File: config.mk
export PLATFORM = sky130hd
export DESIGN_NAME = uart_rx_depacketizer
export DESIGN_NICKNAME = d
export VERILOG_FILES = /design/src/rtl/uart_rx_depacketizer.sv
export SDC_FILE = /design/constraint.sdc
export NUM_CORES = 1
export LEC_CHECK = 0
export CAP_MARGIN = 10
export CELL_PAD_IN_SITES_DETAIL_PLACEMENT = 0
export CELL_PAD_IN_SITES_GLOBAL_PLACEMENT = 2
export CORE_MARGIN = 8
export CORE_UTILIZATION = 46
export DETAILED_ROUTE_END_ITERATION = 16
export PLACE_DENSITY = 0.89
export SYNTH_ARGS = -nofsm -noshare
export SYNTH_HDL_FRONTEND = slang
export SYNTH_SLANG_ARGS = --single-unit
File: constraint.sdc
create_clock -name clk -period 7.4 [get_ports clk]
set_input_delay 2.22 -clock clk [delete_from_list [all_inputs] [get_ports clk]]
set_output_delay 2.22 -clock clk [all_outputs]
set_load 0.01 [all_outputs]
File: src/rtl/uart_rx_depacketizer.sv
// uart_rx_depacketizer: oversampling UART receiver (8N1) feeding a small receive FIFO.
// Define UART_RX_PARITY_EN for 8E1 frames with parity checking.
module uart_rx_depacketizer #(
    parameter int CLKS_PER_BIT = 8,
    parameter int FIFO_DEPTH   = 8
) (
    input  logic       clk,
    input  logic       rst,
    input  logic       rx_in,
    input  logic       rd_en,
    input  logic       clr_err,
    output logic [7:0] data_out,
    output logic       data_out_valid,
    output logic       fifo_full,
    output logic       fifo_empty,
    output logic       rx_busy,
    output logic       frame_err,
    output logic       overrun,
    output logic       parity_err
);
    localparam int CW = $clog2(CLKS_PER_BIT);
    localparam int AW = $clog2(FIFO_DEPTH);
    localparam int NW = AW + 1;
    localparam logic [CW-1:0] FULL_BIT = CW'(CLKS_PER_BIT - 1);
    localparam logic [CW-1:0] HALF_BIT = CW'(CLKS_PER_BIT / 2 - 1);
    localparam logic [NW-1:0] DEPTH_C = NW'(FIFO_DEPTH);

    typedef enum logic [2:0] {
        IDLE,
        START,
        DATA,
`ifdef UART_RX_PARITY_EN
        PARITY,
`endif
        STOP
    } state_t;

    state_t          state_q;
    logic [1:0]      sync_q;
    logic            rx_prev_q;
    logic [CW-1:0]   cnt_q;
    logic [2:0]      idx_q;
    logic [7:0]      shift_q;
    logic            frame_err_q;
    logic [7:0]      mem_q [FIFO_DEPTH];
    logic [AW-1:0]   wr_ptr_q, rd_ptr_q;
    logic [NW-1:0]   count_q, count_d;
    logic            full_q, empty_q, overrun_q, valid_q;
    logic [7:0]      data_q;
    logic            rx, stop_hit, good, push, pop;

    assign rx = sync_q[1];

    always_ff @(posedge clk) begin
        if (!rst) begin
            sync_q      <= 2'b11;
            rx_prev_q   <= 1'b1;
            state_q     <= IDLE;
            cnt_q       <= '0;
            idx_q       <= '0;
            shift_q     <= '0;
            frame_err_q <= 1'b0;
        end else begin
            sync_q      <= {sync_q[0], rx_in};
            rx_prev_q   <= rx;
            frame_err_q <= 1'b0;
            cnt_q       <= cnt_q + CW'(1);
            case (state_q)
                IDLE: begin
                    cnt_q <= '0;
                    if (rx_prev_q && !rx) state_q <= START;
                end
                START: if (cnt_q == HALF_BIT) begin
                    cnt_q   <= '0;
                    idx_q   <= '0;
                    state_q <= rx ? IDLE : DATA;
                end
                DATA: if (cnt_q == FULL_BIT) begin
                    cnt_q   <= '0;
                    shift_q <= {rx, shift_q[7:1]};
                    idx_q   <= idx_q + 3'd1;
`ifdef UART_RX_PARITY_EN
                    if (idx_q == 3'd7) state_q <= PARITY;
`else
                    if (idx_q == 3'd7) state_q <= STOP;
`endif
                end
`ifdef UART_RX_PARITY_EN
                PARITY: if (cnt_q == FULL_BIT) begin
                    cnt_q   <= '0;
                    state_q <= STOP;
                end
`endif
                STOP: if (cnt_q == FULL_BIT) begin
                    cnt_q       <= '0;
                    frame_err_q <= !rx;
                    state_q     <= IDLE;
                end
                default: state_q <= IDLE;
            endcase
        end
    end

`ifdef UART_RX_PARITY_EN
    logic par_bad_q, parity_err_q;
    // Even parity: data bits plus parity bit must XOR to zero.
    always_ff @(posedge clk) begin
        if (!rst) begin
            par_bad_q    <= 1'b0;
            parity_err_q <= 1'b0;
        end else begin
            parity_err_q <= 1'b0;
            if (state_q == PARITY && cnt_q == FULL_BIT) begin
                par_bad_q    <= ^shift_q ^ rx;
                parity_err_q <= ^shift_q ^ rx;
            end
        end
    end
    assign good       = stop_hit && rx && !par_bad_q;
    assign parity_err = parity_err_q;
`else
    assign good       = stop_hit && rx;
    assign parity_err = 1'b0;
`endif

    assign stop_hit = state_q == STOP && cnt_q == FULL_BIT;
    assign pop      = rd_en && count_q != '0;
    // A full FIFO still accepts a byte when a read frees a slot in the same cycle.
    assign push     = good && (count_q != DEPTH_C || rd_en);

    always_comb begin
        count_d = (push && !pop) ? count_q + NW'(1) :
                  (pop && !push) ? count_q - NW'(1) : count_q;
    end

    always_ff @(posedge clk) begin
        if (push) mem_q[wr_ptr_q] <= shift_q;
    end

    always_ff @(posedge clk) begin
        if (!rst) begin
            wr_ptr_q  <= '0;
            rd_ptr_q  <= '0;
            count_q   <= '0;
            full_q    <= 1'b0;
            empty_q   <= 1'b1;
            overrun_q <= 1'b0;
            valid_q   <= 1'b0;
            data_q    <= 8'h00;
        end else begin
            if (push) wr_ptr_q <= wr_ptr_q + AW'(1);
            if (pop) begin
                rd_ptr_q <= rd_ptr_q + AW'(1);
                data_q   <= mem_q[rd_ptr_q];
            end
            valid_q   <= pop;
            count_q   <= count_d;
            full_q    <= count_d == DEPTH_C;
            empty_q   <= count_d == '0;
            overrun_q <= (good && count_q == DEPTH_C && !rd_en) || (overrun_q && !clr_err);
        end
    end

    assign data_out       = data_q;
    assign data_out_valid = valid_q;
    assign fifo_full      = full_q;
    assign fifo_empty     = empty_q;
    assign rx_busy        = state_q != IDLE;
    assign frame_err      = frame_err_q;
    assign overrun        = overrun_q;
endmodule

After elaboration in Yosys (flattened, before gate mapping)

Memories as Yosys holds them, arrays and structs flattened. A register that Yosys moved wholly into a read port is not among the register bits.
Index checks and enable logic that the tools add are counted.

Output and inout port bits: 15
Memories kept: 1
Register bits after elaboration: 35
RAM bits: 64
Bits of input ports: 5
Word-level logic and storage cells: 80

Reduce and logical (&&, ||, !) cells: 28
Multiplexer cells: 17
Equal/unequal tests: 14
Add/subtract/negate cells: 6

Memory list:

| name  | words | width | rd ports | clocked after memory_dff | wr ports | line | text |
|---|---|---|---|---|---|---|---|
| mem_q | 8     | 8     | 1        | 1                        | 1        | 45   | `logic [7:0] mem_q [FIFO_DEPTH];` |

Operator list:

| kind                                                | number |
|---|---|
| 2-to-1 mux 3 bit                                    | 9 |
| adder 3 x 1 -> 3 bit, second input constant         | 4 |
| case mux 3 bit (4 select lines)                     | 1 |
| logical AND 1 bit                                   | 10 |
| inequality test 2 bit, second input constant        | 5 |
| equality test 3 x 2 -> 1 bit, second input constant | 3 |
| case mux 3 bit (3 select lines)                     | 1 |
| equality test 4 bit, second input constant          | 2 |
| 2-to-1 mux 4 bit                                    | 2 |
| equality test 3 bit, second input constant          | 2 |
| logical NOT 1 bit                                   | 6 |
| case mux 3 bit (2 select lines)                     | 1 |
| AND reduction 3 bit                                 | 2 |
| AND reduction 5 bit                                 | 1 |
| adder 4 x 1 -> 4 bit, second input constant         | 1 |
| logical NOT 4 bit                                   | 1 |
| inequality test 4 bit, second input constant        | 1 |
| nonzero test 4 bit                                  | 1 |
| subtractor 4 x 1 -> 4 bit, second input constant    | 1 |
| equality test 3 x 1 -> 1 bit, second input constant | 1 |
| logical NOT 3 bit                                   | 1 |
| nonzero test 3 bit                                  | 1 |
| logical OR 1 bit                                    | 2 |
| 2-to-1 mux 1 bit                                    | 2 |
| 4 further kinds                                     | 4 |

Longest topological paths before layout

Gate-level depths: netlist of the first run.

Depth in word-level cells: 9
Mapped depth: 8

Least setup slack after synthesis of the first run

Ideal clock, no wire load.

Path type: input port to flip-flop
Start: in rd_en
End: mem mem_q[0][0], enable pin
Arrival: 3.348 ns
Setup slack: 3.657 ns
Path buffers: 0
Stages: 3
Required time: 7.005 ns
Cells stage by stage: nand4bb_1 -> nand2_1 -> nor4_1

Word-level cells in the longest chain between the ends: 4

RTL lines:

| what                                   | line | text |
|---|---|---|
| start: declaration                     | 10   | `input logic rd_en,` |
| logical OR 1 bit                       | 129  | `assign push = good && (count_q != DEPTH_C \|\| rd_en);` |
| logical AND 1 bit                      | 129  |  |
| 2-to-1 mux 1 bit                       | 137  | `if (push) mem_q[wr_ptr_q] <= shift_q;` |
| 2-to-1 mux 1 bit (not written as such) | 137  |  |
| end: declaration                       | 45   |  |

Every way passes these cells.

Worst setup path in the final report of the first run

Start: in rd_en
End: mem mem_q[1][4], enable pin

Same word-level chain as after synthesis.

==> results.cfg, run 1 <==
[clocking]
cts_resized = 0
insertion_delay_ns = 0.36
cts_tree = done
cts_buffer_depth = 2
cts.sinks = 106
ctsHoldBuffers = 0
post-cts-setup-buffers = 0
cts_buffers = 9
cts.clk_slew.worst_paths_ns = 0.09
clockRootBuffer = clkbuf_8
h-tree-depth = 3

[routing]
routed_wl_mm = 6.89
drt_iter0_markers = 74
firstDrtPassIters = 4
num_vias = 2354
postRouteAntennaNets = 0
wl_per_cell_um = 15.0
drc = 0
viasPerCell = 5.11

[job]
maxCapViolations = 0

[sta]
slew_headroom_pct = 23.5
timing.hold.ws_ns = 0.429
fmax_ghz = 0.240
hold_viol_final = 0
setup_violations = 0
fin_tns_setup_ns = 0
tightest_slew_ns = 1.14
finalClockSkew_ns = 0.0131
fin_crit_sh_pct = 56.3
slew_viol_final = 0
finalCriticalPeriod_ns = 4.16
rsz0062_at_grt = false

[synthesis]
syn_avg_cell_area_um2 = 14.0
syn-num-nets = 328
synth-edff-count = 64
synthesis.area_um2 = 4370
synthCells = 312
seq_area_frac_synth_pct = 63.2
async_reset_ff_share_pct = 0
ys_ff_latch = 106
yosys_warnings = 0
synth.distinct_cells = 48
synth_ff_type = edfxtp_1

[place]
io_buffers = 18
dp_hpwl_mm = 4.82
gp_congestion = 0.787
post_dp_cell_area_um2 = 4650

[power]
leakagePower_nw = 1.65
p_int_mw = 0.959
p_sw_mw = 0.373
cellPowerDensity_nw_per_um2 = 277
power.ir.vdd_worst_v = 0.000115
p_comb_share_pct = 23.6
p_sw_share_pct = 28.0
p_seq_share_pct = 53.5
clkPwrFrac_pct = 22.9

[final_layout]
antenna_cells = 0
layout-area-overhead-vs-synth_pct = 10.1
final_area_um2 = 4820
drive_above_1_share_pct = 12.3
nFillCells = 802
nNetsFinal = 343

[critical_path]
worst-setup-path-type = primary input to register
crit_required_ns = 7.38
r2r_setup_slack_ns = 4.43
setup.worst_path.end_class = register
worstPathArrival_ns = 4.14
critPathLaunchType = primary input
crit_fanout = 8

[worst_hold_path]
hp-class = register to register

[global_route]
grt_pass1_vias = 2284
grt_pass1_wl_mm = 11.5
grt_antenna_before_repair = 0
grtUsageTotal_pct = 11.5
grt-ovfl-total = 0
grt_max_degree = 34

[floorplanning]
die_x_um = 114
core-area_um2 = 9240
start_util_pct = 47.3
ioPinCount = 20
rows = 35
dieArea_um2 = 12900
die_h_um = 114

[status]
outcome = complete, no violations
[area by class of cell]
cell class | count | area (um2) | area share (%)
tap | 129 | 161 | 3.35
clock buffer | 10 | 128 | 2.65
inverter | 9 | 33.8 | 0.701
sequential | 106 | 2760 | 57.4
clock inverter | 6 | 42.5 | 0.883
timing repair buffer | 21 | 203 | 4.21
multi-input combinational | 180 | 1490 | 30.8
[final timing paths]
kind,start,end,cells past startpoint
setup / recovery,rd_en,mem_q[1][4],4
hold / removal,sync_q[0],sync_q[1],1
setup reg to reg,cnt_q[0],mem_q[1][4],5
hold reg to reg,sync_q[0],sync_q[1],1
[logic make-up (layout without fill, tap and decap cells)]
group,count (synthesis),after routing,synth area share [%]
muxes,27,27,10.8
DFF,106,106,63.2
adders and majority gates,11,11,3.15
other,1,1,0.0858
buffers and inverters,26,46,2.86
xor gates and xnor gates,7,7,1.57
AOI/OAI and AO/OA,40,40,6.98
and+or+nand+nor,94,94,11.4
[per-layer routing]
| layer | global-route usage, % | up-vias | wire, um |
|---|---|---|---|
| met2 | 18.0 | 29 | 3160 |
| li1 | - | 1174 | - |
| met1 | 14.8 | 1143 | 3420 |
| met5 | 0 | - | 0 |
| met4 | 4.53 | 0 | 83 |
| met3 | 3.33 | 8 | 229 |
[cells in the mapped netlist, types with 2 or more instances]
library cell | n | share of area [%]
nand2_1 | 32 | 2.7
o211a_1 | 8 | 1.8
nor3_2 | 2 | 0.46
nor3_1 | 8 | 0.92
buf_4 | 4 | 0.69
ha_1 | 11 | 3.1
nand3_1 | 8 | 0.92
mux2i_1 | 11 | 2.5
clkbuf_1 | 7 | 0.60
xnor2_1 | 5 | 1.0
a21oi_1 | 4 | 0.46
and2_1 | 11 | 1.6
nor2b_1 | 7 | 1.0
a31oi_1 | 2 | 0.29
nand4_1 | 2 | 0.29
dfxtp_1 | 42 | 19
edfxtp_1 | 64 | 44
buf_2 | 4 | 0.46
nor2_1 | 9 | 0.77
inv_1 | 9 | 0.77
mux4_2 | 16 | 8.2
a21boi_0 | 9 | 1.5
nand2b_1 | 5 | 0.72
o21ai_0 | 8 | 0.92
[power groups by stage]
| stage | Sequential, mW | Clock, mW | Combinational (mW) |
|---|---|---|---|
| floorplan | 0.706 | 0 | 0.248 |
| detailed placement | 0.728 | 0 | 0.319 |
| CTS | 0.715 | 0.318 | 0.319 |
| finish | 0.713 | 0.305 | 0.315 |
| global route | 0.722 | 0.340 | 0.348 |
| global placement | 0.729 | 0 | 0.314 |
[flip-flops by register name (all words and copies together) (netlist names)]
register	flops
cnt_q	3
idx_q	3
state_q	2
mem_q	64
count_q	4
data_out_valid	1
fifo_full	1
wr_ptr_q	3
rx_prev_q	1
fifo_empty	1
overrun	1
sync_q	2
rd_ptr_q	3
frame_err	1
shift_q	8
data_out	8
[critical path, cell delays in order]
cell and delay [ns]:
clkdlybuf4s50_1 0.55, nand4bb_1 0.23, nand2_1 0.18, nor3_1 0.96
[stage by stage]
stage	worst slack, ns	utilization, %	power, mW	cells
finish	3.24	52.1	1.33	461
global route	3.07	52.1	1.41	461
CTS	3.23	52.1	1.35	461
detailed placement	2.84	50.3	1.05	445
global placement	2.94	50.3	1.04	445
floorplan	3.66	-	0.955	312
[layout by cell type, fill, tap and decap left out, drive strengths merged, types with 9 or more instances in the layout]
cell type,count
mux4,16
and2,11
edfxtp,64
nand2,32
ha,11
dfxtp,42
a21boi,9
nor2,9
mux2i,11
inv,10
clkbuf,10
nor3,10
clkdlybuf4s50,18
No activity file was read; power rests on OpenSTA's default activity.
==> inputs of run 2 (changes only) <==
--- a/config.mk
+++ b/config.mk
@@ -9,9 +9,9 @@
 export CELL_PAD_IN_SITES_DETAIL_PLACEMENT = 0
 export CELL_PAD_IN_SITES_GLOBAL_PLACEMENT = 2
 export CORE_MARGIN = 8
-export CORE_UTILIZATION = 46
+export CORE_UTILIZATION = 39
 export DETAILED_ROUTE_END_ITERATION = 16
-export PLACE_DENSITY = 0.89
+export PLACE_DENSITY = 0.81
 export SYNTH_ARGS = -nofsm -noshare
 export SYNTH_HDL_FRONTEND = slang
 export SYNTH_SLANG_ARGS = --single-unit
==> constraint.sdc (replaced) <==
create_clock -name clk -period 3.62 [get_ports clk]
set_input_delay 1.086 -clock clk [delete_from_list [all_inputs] [get_ports clk]]
set_output_delay 1.086 -clock clk [all_outputs]
set_load 0.01 [all_outputs]
==> results.cfg, run 2 (synthesized netlist as in run 1, its figures left out) <==
[clocking]
insertion_delay_ns = 0.37
cts.sinks = 106
ctsHoldBuffers = 0
cts.clk_slew.worst_paths_ns = 0.09
cts_buffers = 9
h-tree-depth = 3
cts_resized = 0
clockRootBuffer = clkbuf_8
post-cts-setup-buffers = 0
cts_tree = done
cts_buffer_depth = 2

[final_layout]
instances_no_fill = 481
mostFrequentLayoutCell = edfxtp_1
largest_register_ffs = 64
post-route-util_pct = 45.0
top_register = mem_q
antenna_cells = 0
drive_above_1_share_pct = 15.0
layout-area-overhead-vs-synth_pct = 12.1
final_area_um2 = 4900
nNetsFinal = 352
mostFrequentLayoutCells = edfxtp_1, dfxtp_1, nand2_1

[floorplanning]
rows = 38
ioPinCount = 20
core-area_um2 = 10900
die_x_um = 122
die_h_um = 122
start_util_pct = 40.2
dieArea_um2 = 14900

[global_route]
grtUsageTotal_pct = 10.8
grt_pass1_vias = 2439
grt_max_degree = 23
grt_antenna_before_repair = 0
grt-ovfl-total = 0
grt_pass1_wl_mm = 12.5

[power]
clkPwrFrac_pct = 23.6
p_int_mw = 1.97
power_mw = 2.77
p_sw_mw = 0.795
p_comb_share_pct = 25.1
leakagePower_nw = 1.71
power.ir.vdd_worst_v = 0.000285
cellPowerDensity_nw_per_um2 = 564
p_seq_share_pct = 51.3
p_sw_share_pct = 28.7

[place]
gp_congestion = 0.796
dp.cells = 465
io_buffers = 18
post-place-ws_ns = 0.461
dp_hpwl_mm = 5.12
post_dp_cell_area_um2 = 4730

[critical_path]
setup.worst_path.end_class = register
worstPathArrival_ns = 2.74
crit_required_ns = 3.62
crit_fanout = 8
critPathLaunchType = primary input
worst-setup-path-type = primary input to register

[sta]
fin_tns_setup_ns = 0
fin_crit_sh_pct = 75.7
slew_headroom_pct = 44.8
setup_violations = 0
tightest_slew_ns = 0.826
finalCriticalPeriod_ns = 2.74
setup_slack_ns = 0.879
finalClockSkew_ns = 0.0109
fmax_ghz = 0.365
timing.hold.ws_ns = 0.420
rsz0062_at_grt = false
hold_viol_final = 0
slew_viol_final = 0

[routing]
drt_iter0_markers = 183
postRouteAntennaNets = 0
num_vias = 2383
routed_wl_mm = 7.31
drc = 0
wl_per_cell_um = 15.2
viasPerCell = 4.95
firstDrtPassIters = 4

[job]
maxCapViolations = 0

[status]
outcome = complete, no violations

[worst_hold_path]
hp-class = register to register
## run 2: cell count changes in the layout (fill, tap and decap cells not counted), sizes merged
cell      before  now
buf            3   12
clkbuf        10    9
clkinvlp       1    0
clkinv         4    5
inv           10   11
## run 2: final cells by class
cell class                 count  area, um2
clock buffer                   9        124
clock inverter                 7       52.6
fill                         969       5980
inverter                       9       33.8
multi-input combinational    180       1490
sequential                   106       2760
tap                          140        175
timing repair buffer          30        270
## run 2: routing by layer
metal | wire, um | global-route usage (%) | vias to the layer above | part of all wire (%)
met3 | 351 | 4.21 | 5 | 4.8
met5 | 0 | 0 | - | 0
met1 | 3580 | 14.3 | 1155 | 49
met4 | 62 | 3.47 | 0 | 0.85
li1 | - | - | 1191 | -
met2 | 3320 | 15.9 | 32 | 45
## run 2: final timing paths
check	slack, ns	to	depth (start not counted)	from
setup / recovery	0.88	mem_q[5][1]	5	rd_en
hold / removal	0.42	cnt_q[0]	1	cnt_q[0]
setup reg to reg	1.00	mem_q[5][1]	6	cnt_q[0]
hold reg to reg	0.42	cnt_q[0]	1	cnt_q[0]
## run 2: power by group through the flow
| stage | clock [mW] | sequential [mW] | combinational [mW] |
|---|---|---|---|
| after floorplan | 0 | 1.44 | 0.508 |
| after global placement | 0 | 1.45 | 0.696 |
| after detailed placement | 0 | 1.45 | 0.704 |
| after CTS | 0.682 | 1.42 | 0.706 |
| after global routing | 0.731 | 1.43 | 0.777 |
| final | 0.653 | 1.42 | 0.693 |
## run 2: worst max-delay path, stage by stage
cell and delay (ns):
clkdlybuf4s50_1 0.55, nand4bb_1 0.24, and2_1 0.20, nand2_1 0.11, nor2_1 0.56
==> inputs of run 3 (changes only) <==
==> constraint.sdc (replaced) <==
create_clock -name clk -period 2.5 [get_ports clk]
set_input_delay 0.75 -clock clk [delete_from_list [all_inputs] [get_ports clk]]
set_output_delay 0.75 -clock clk [all_outputs]
set_load 0.01 [all_outputs]
==> results.cfg, run 3 (synthesized netlist as in run 1, its figures left out) <==
[sta]
fin_crit_sh_pct = 91.0
fmax_ghz = 0.439
slew_headroom_pct = 63.9
tightest_slew_ns = 0.541
fin_tns_setup_ns = 0
rsz0062_at_grt = false
finalCriticalPeriod_ns = 2.28
slew_viol_final = 0
hold_viol_final = 0
setup_violations = 0
finalClockSkew_ns = 0.0131

[final_layout]
nFillCells = 980
mostFrequentLayoutCell = edfxtp_1
nNetsFinal = 361
largest_register_ffs = 64
mostFrequentLayoutCells = edfxtp_1, dfxtp_1, nand2_1
final_area_um2 = 4990
top_register = mem_q
antenna_cells = 0
layout-area-overhead-vs-synth_pct = 14.0
drive_above_1_share_pct = 17.1

[power]
power.ir.vdd_worst_v = 0.000439
leakagePower_nw = 1.76
cellPowerDensity_nw_per_um2 = 821

[routing]
wl_per_cell_um = 15.1
routed_wl_mm = 7.41
drt_iter0_markers = 194
drc = 0
firstDrtPassIters = 4
num_vias = 2423
viasPerCell = 4.94
postRouteAntennaNets = 0

[place]
dp_hpwl_mm = 5.14
post_dp_cell_area_um2 = 4790
io_buffers = 18
gp_congestion = 0.764

[critical_path]
reg2reg_depth = 7
setup.worst_path.end_class = primary output
reg2reg_from = count_q[1]
crit_required_ns = 1.75
crit_fanout = 6
crit_slowest_cell = clkdlybuf4s50_1
worstPathArrival_ns = 1.53
cp_cell_sequence = or2_2, clkdlybuf4s50_1
cp_slowest_stage_delay_ns = 0.49
worst-setup-path-type = register to primary output
critPathLaunchType = register
crit_family = buffers and inverters
cp.depth = 2
crit_path_start = state_q[1]
path_buf_inv = 1

[worst_hold_path]
hp-class = register to register
worstHoldPathCells = 1
min-delay-start = cnt_q[0]

[floorplanning]
start_util_pct = 40.2
dieArea_um2 = 14900
die_x_um = 122
ioPinCount = 20
rows = 38
core-area_um2 = 10900
die_h_um = 122

[clocking]
ctsHoldBuffers = 0
cts_buffers = 9
clockRootBuffer = clkbuf_8
post-cts-setup-buffers = 0
cts_buffer_depth = 2
h-tree-depth = 3
cts_tree = done
cts.clk_slew.worst_paths_ns = 0.10
cts_resized = 0
cts.sinks = 106
insertion_delay_ns = 0.36

[job]
maxCapViolations = 0

[global_route]
grt_pass1_wl_mm = 12.6
grt_max_degree = 33
grt_antenna_before_repair = 0
grtUsageTotal_pct = 10.8
grt-ovfl-total = 0
grt_pass1_vias = 2485

[status]
outcome = complete, no violations
## run 3: metrics by stage
stage / utilization [%] / setup slack [ns] / power [mW] / hold slack, ns / cells
detailed placement: 44.0 / 0.131 / 3.13 / 0.409 / 474
finish: 45.8 / 0.224 / 4.09 / 0.422 / 490
floorplan: - / 0.0501 / 2.83 / 0.386 / 312
global route: 45.8 / 0.141 / 4.34 / 0.445 / 490
global placement: 44.0 / 0.127 / 3.13 / 0.404 / 474
CTS: 45.8 / 0.184 / 4.17 / 0.429 / 490
## run 3: worst reg2reg max path, cell delays in order, from the launching register on
cell and delay (ns):
dfxtp_1 0.37, inv_1 0.17, ha_1 0.20, nor2b_1 0.21
mux2i_1 0.43, a21oi_1 0.17, a31oi_1 0.25, o31ai_1 0.09
## run 3: layer usage
| metal | wire [um] | part of all wire [%] | global-route usage [%] | up-vias |
|---|---|---|---|---|
| li1 | - | - | - | 1210 |
| met1 | 3650 | 49 | 14.1 | 1172 |
| met2 | 3350 | 45 | 16.4 | 31 |
| met3 | 309 | 4.2 | 3.33 | 10 |
| met4 | 96 | 1.3 | 4.16 | 0 |
| met5 | 0 | 0 | 0 | - |
## run 3: final cells by class
class / instances / area (um2) / area share (%)
inverter: 9 / 33.8 / 0.677
tap: 140 / 175 / 3.51
clock buffer: 10 / 128 / 2.56
multi-input combinational: 180 / 1490 / 29.8
clock inverter: 6 / 65.1 / 1.30
timing repair buffer: 39 / 338 / 6.77
sequential: 106 / 2760 / 55.4
## run 3: path summary, 6_finish.rpt
| path | slack, ns | end |
|---|---|---|
| worst max-delay path | 0.22 | rx_busy |
| worst min-delay path | 0.42 | cnt_q[0] |
| worst max register to register | 0.49 | fifo_empty |
| worst min register to register | 0.42 | cnt_q[0] |
## run 3: power by group
group / leakage [nW] / internal (mW) / switching (mW)
clock network: 0.0932 / 0.466 / 0.556
logic: 0.731 / 0.558 / 0.487
registers: 0.935 / 1.94 / 0.0822
